===== config.mk =====
export PLATFORM = sky130hd
export DESIGN_NAME = tri_cmd_loader
export DESIGN_NICKNAME = d
export VERILOG_FILES = /design/src/rtl/tri_cmd_loader.sv
export SDC_FILE = /design/constraint.sdc
export NUM_CORES = 1
export LEC_CHECK = 0
export BUFFER_PORTS_ARGS = -buffer_cell sky130_fd_sc_hd__buf_4
export CAP_MARGIN = 20
export CELL_PAD_IN_SITES_DETAIL_PLACEMENT = 1
export CELL_PAD_IN_SITES_GLOBAL_PLACEMENT = 1
export CORE_MARGIN = 2
export CORE_UTILIZATION = 45
export DETAILED_ROUTE_END_ITERATION = 6
export PLACE_DENSITY_LB_ADDON = 0.1
export SLEW_MARGIN = 15
export SYNTH_ARGS = -nofsm -noshare
export SYNTH_HDL_FRONTEND = slang
export SYNTH_SLANG_ARGS = --single-unit

===== constraint.sdc =====
create_clock -name clk -period 5.3 [get_ports clk]
set_clock_uncertainty 0.2 [all_clocks]
set_input_delay 0.795 -clock clk [delete_from_list [all_inputs] [get_ports clk]]
set_output_delay 0.795 -clock clk [all_outputs]
set_load 0.01 [all_outputs]

===== src/rtl/tri_cmd_loader.sv =====
// Triangle command loader: UART byte packets -> staging -> shadow -> active (swapped on frame_start).
// Optional trailing XOR checksum byte enabled by defining TRI_CKSUM_EN.
module tri_cmd_loader #(
  parameter logic [15:0] TIMEOUT_CYC = 16'd50000,
  parameter logic [7:0]  HDR_BYTE    = 8'hA5
) (
  input  logic               clk,
  input  logic               rst_n,
  input  logic [7:0]         rx_data,
  input  logic               rx_valid,
  input  logic               frame_start,
  output logic signed [19:0] x_screen_v0,
  output logic signed [19:0] y_screen_v0,
  output logic signed [19:0] x_screen_v1,
  output logic signed [19:0] y_screen_v1,
  output logic signed [19:0] x_screen_v2,
  output logic signed [19:0] y_screen_v2,
  output logic [5:0]         tri_color,
  output logic               tri_valid,
  output logic               pending,
  output logic               commit,
  output logic               err,
  output logic               busy
);

`ifdef TRI_CKSUM_EN
  typedef enum logic [1:0] {S_IDLE, S_PAYLOAD, S_CHK} state_t;
`else
  typedef enum logic [0:0] {S_IDLE, S_PAYLOAD} state_t;
`endif

  state_t             state_q, state_d;
  logic [3:0]         idx_q, idx_d;
  logic [15:0]        cnt_q, cnt_d;
  logic [7:0]         stg_q [0:12];
  logic [7:0]         stg_d [0:12];
  logic               done_q, done_d;
  logic signed [19:0] shx_q [0:5];
  logic signed [19:0] shx_d [0:5];
  logic [5:0]         shc_q, shc_d;
  logic               pend_q, pend_d;
  logic signed [19:0] act_q [0:5];
  logic signed [19:0] act_d [0:5];
  logic [5:0]         actc_q, actc_d;
  logic               valid_q, valid_d;
  logic               commit_q, commit_d;
  logic               err_q, err_d;
`ifdef TRI_CKSUM_EN
  logic [7:0]         xor_q, xor_d;
`endif

  always_comb begin
    state_d  = state_q;
    idx_d    = idx_q;
    cnt_d    = cnt_q;
    stg_d    = stg_q;
    done_d   = 1'b0;
    shx_d    = shx_q;
    shc_d    = shc_q;
    pend_d   = pend_q;
    act_d    = act_q;
    actc_d   = actc_q;
    valid_d  = valid_q;
    commit_d = 1'b0;
    err_d    = 1'b0;
`ifdef TRI_CKSUM_EN
    xor_d    = xor_q;
`endif

    case (state_q)
      S_IDLE: begin
        cnt_d = '0;
        if (rx_valid && rx_data == HDR_BYTE) begin
          state_d = S_PAYLOAD;
          idx_d   = '0;
`ifdef TRI_CKSUM_EN
          xor_d   = '0;
`endif
        end
      end
      S_PAYLOAD: begin
        if (rx_valid) begin
          cnt_d        = '0;
          stg_d[idx_q] = rx_data;
          idx_d        = idx_q + 4'd1;
`ifdef TRI_CKSUM_EN
          xor_d        = xor_q ^ rx_data;
          if (idx_q == 4'd12) state_d = S_CHK;
`else
          if (idx_q == 4'd12) begin
            done_d  = 1'b1;
            state_d = S_IDLE;
          end
`endif
        end else if (cnt_q == TIMEOUT_CYC - 16'd1) begin
          err_d   = 1'b1;
          cnt_d   = '0;
          state_d = S_IDLE;
        end else begin
          cnt_d = cnt_q + 16'd1;
        end
      end
`ifdef TRI_CKSUM_EN
      S_CHK: begin
        if (rx_valid) begin
          cnt_d   = '0;
          state_d = S_IDLE;
          if (rx_data == xor_q) done_d = 1'b1;
          else                  err_d  = 1'b1;
        end else if (cnt_q == TIMEOUT_CYC - 16'd1) begin
          err_d   = 1'b1;
          cnt_d   = '0;
          state_d = S_IDLE;
        end else begin
          cnt_d = cnt_q + 16'd1;
        end
      end
`endif
      default: state_d = S_IDLE;
    endcase

    // Commit reads the old shadow before a same-cycle load overwrites it, so pending ends up set.
    if (frame_start && pend_q) begin
      act_d    = shx_q;
      actc_d   = shc_q;
      commit_d = 1'b1;
      valid_d  = 1'b1;
      pend_d   = 1'b0;
    end
    if (done_q) begin
      for (int unsigned i = 0; i < 6; i++)
        shx_d[i] = {{4{stg_q[2*i+1][7]}}, stg_q[2*i+1], stg_q[2*i]};
      shc_d  = stg_q[12][5:0];
      pend_d = 1'b1;
    end
  end

  always_ff @(posedge clk or negedge rst_n) begin
    if (!rst_n) begin
      state_q  <= S_IDLE;
      idx_q    <= '0;
      cnt_q    <= '0;
      stg_q    <= '{default: '0};
      done_q   <= 1'b0;
      shx_q    <= '{default: '0};
      shc_q    <= '0;
      pend_q   <= 1'b0;
      act_q    <= '{default: '0};
      actc_q   <= '0;
      valid_q  <= 1'b0;
      commit_q <= 1'b0;
      err_q    <= 1'b0;
`ifdef TRI_CKSUM_EN
      xor_q    <= '0;
`endif
    end else begin
      state_q  <= state_d;
      idx_q    <= idx_d;
      cnt_q    <= cnt_d;
      stg_q    <= stg_d;
      done_q   <= done_d;
      shx_q    <= shx_d;
      shc_q    <= shc_d;
      pend_q   <= pend_d;
      act_q    <= act_d;
      actc_q   <= actc_d;
      valid_q  <= valid_d;
      commit_q <= commit_d;
      err_q    <= err_d;
`ifdef TRI_CKSUM_EN
      xor_q    <= xor_d;
`endif
    end
  end

  assign x_screen_v0 = act_q[0];
  assign y_screen_v0 = act_q[1];
  assign x_screen_v1 = act_q[2];
  assign y_screen_v1 = act_q[3];
  assign x_screen_v2 = act_q[4];
  assign y_screen_v2 = act_q[5];
  assign tri_color   = actc_q;
  assign tri_valid   = valid_q;
  assign pending     = pend_q;
  assign commit      = commit_q;
  assign err         = err_q;
  assign busy        = (state_q != S_IDLE);

endmodule


==> flow_summary.ini <==
[cells_and_area]
nets = 955
fillers = 2665
final_cell_mix = dfrtp_1, mux2_2, buf_4
layout-drive-gt1-share = 0.542
synthToLayoutAreaGrowth_pct = 18.9
diodes = 0
mostFrequentLayoutCell = dfrtp_1

[timing]
rsz0062_at_grt = no
min_period_over_period = 0.465
setup_viol = 0
hold-worst-slack_ns = 0.139
relSlewSlack = 0.327
period_needed_ns = 2.47
hold_viol = 0
slew_viol_final = 0
tightest_slew_ns = 1.01
setup_tns_ns = 0
fmax_mhz = 406

[global_routing]
grt_pass1_wl_um = 44300
grt_max_degree = 126
antenna_found_initial = 0
overflow = 0
grt_pass1_vias = 7758
grt_usage = 0.185

[worst_setup_path]
crit_end = y_screen_v1[2]$_DFFE_PN0P_
cp_num_buf_inv = 1
crit_required_ns = 5.48
cpLargestDelayFamily = buffers and inverters
crit_arrival_ns = 2.64
crit_start = pending$_DFFE_PN0P_
cp_max_fo = 59
max_stage_delay_ns = 0.67
cpMaxStageDelayCell = buf_4
cp.depth = 3
critPathKind = reg2reg
r2r_start = pending$_DFFE_PN0P_
r2r_end = y_screen_v1[2]$_DFFE_PN0P_
cp_cell_sequence = nand2_4, buf_4, mux2_2
critPathCaptureType = register
reg2reg_depth = 3
cp-start-kind = register
rrSetupSlack_ns = 2.83

[pwr]
p_leak_nw = 7.90
p_per_area_nw_per_um2 = 356
ir_drop_mv = 0.225

[placement]
portBuffers = 142
hpwl_um = 17000
gp_routability_congestion = 0.753

[synth]
yosysSeqAreaShare = 0.648
async_flop_share = 1.00
syn_inst = 812
ys_seq_elements = 332
avgSynthCellArea_um2 = 15.8
synth_edf_count = 0
syn_nets = 829
yosys_most_used_dff = dfrtp_1
syn_area_um2 = 12800
yosysUniqueCellTypes = 34
synth-warning-count = 0

[clock_network]
cts_buffers = 36
clk_latency_ns = 0.51
cts_max_level = 2
cts_tree = built
clkSinkCount = 332
ctsResizeCount = 0
clock-root-buffer = clkbuf_16
cts_buffer_depth = 3
holdBufCountCts = 0
clk_pin_slew_ns = 0.06
cts_setup_buffers = 0

[detailed_routing]
postRouteAntennaNets = 0
dr.pass1.iters = 4
vias = 6878
drtIter0Drc = 311
avgViaCountPerCell = 5.13
wl_per_cell_um = 20.2
drc = 0
wl_um = 27100

[min_path]
hold_path_class = in2async

[floorplanning]
die_x_um = 173
die_y_um = 173
core_region_area_um2 = 27900
start_util = 0.459
design.die.area_um2 = 29900
boundaryPins = 143
rows = 61

[run]
drv_cap = 0

[status]
status = complete, no violations
[cell families (layout without fill, tap and decap cells)]
group,after synthesis,count (layout),synth area share
compound gates,9,9,0.00488
xor+xnor,14,14,0.00956
fa+ha+maj,5,5,0.00488
buf+inv,66,217,0.0295
flops,332,332,0.648
mux,307,307,0.270
simple gates,79,79,0.0340
[stage by stage]
step,power [mW],instances,utilization,instance area [um^2],worst slack [ns]
4_1_cts,5.51,1341,0.546,15300,2.79
3_5_place_dp,3.04,1278,0.504,14100,2.33
5_1_grt,5.66,1341,0.546,15300,2.68
3_3_place_gp,3.01,1278,0.504,14100,2.43
6_report,5.43,1341,0.546,15300,2.83
2_1_floorplan,2.91,812,-,12800,3.20
[cell usage after synthesis (7+ instances only)]
cell / number / area (um^2)
dfrtp_1: 332 / 8310
nand3_1: 13 / 65.1
mux2_2: 307 / 3460
clkbuf_1: 10 / 37.5
xnor2_1: 11 / 96.3
inv_1: 8 / 30.0
nor2_1: 24 / 90.1
buf_4: 25 / 188
buf_1: 7 / 26.3
buf_2: 14 / 70.1
nand2_1: 9 / 33.8
[sequential cells by signal, summed over array words and instances (netlist names)]
signal       count
y_screen_v1     16
x_screen_v0     16
y_screen_v2     16
idx_q            4
x_screen_v1     16
stg_q          102
tri_valid        1
done_q           1
y_screen_v0     16
cnt_q           16
tri_color        6
x_screen_v2     16
pending          1
err              1
busy             1
shc_q            6
commit           1
shx_q           96
[power breakdown]
part / switching (mW) / internal [mW]
clock network: 0.955 / 1.48
registers: 0.0704 / 2.65
logic: 0.154 / 0.119
[worst min path at each step]
stage	startpoint	endpoint	slack, ns
2_1_floorplan	cnt_q[0]$_DFF_PN0_	cnt_q[0]$_DFF_PN0_	0.25
5_1_grt	rst_n	x_screen_v0[11]$_DFFE_PN0P_	0.20
6_report	rst_n	x_screen_v0[11]$_DFFE_PN0P_	0.14
3_3_place_gp	tri_valid$_DFFE_PN0P_	tri_valid$_DFFE_PN0P_	0.26
4_1_cts	rst_n	x_screen_v0[11]$_DFFE_PN0P_	0.21
3_5_place_dp	tri_valid$_DFFE_PN0P_	tri_valid$_DFFE_PN0P_	0.26
[layout make-up]
type / count / area [um^2] / area share
multi-input combinational: 414 / 4150 / 0.272
clock buffer: 58 / 1110 / 0.0731
inverter: 8 / 30.0 / 0.00197
sequential: 332 / 8310 / 0.545
clock inverter: 5 / 50.0 / 0.00328
timing repair buffer: 146 / 1130 / 0.0740
tap: 378 / 473 / 0.0310
[per-layer routing]
metal	part of all wire	global-route usage	wire length, um
met3	0.041	0.0363	1120
met2	0.50	0.319	13600
met1	0.44	0.242	11900
met5	0	0	0
met4	0.018	0.0463	481
Power figures use the tool's default switching activity.
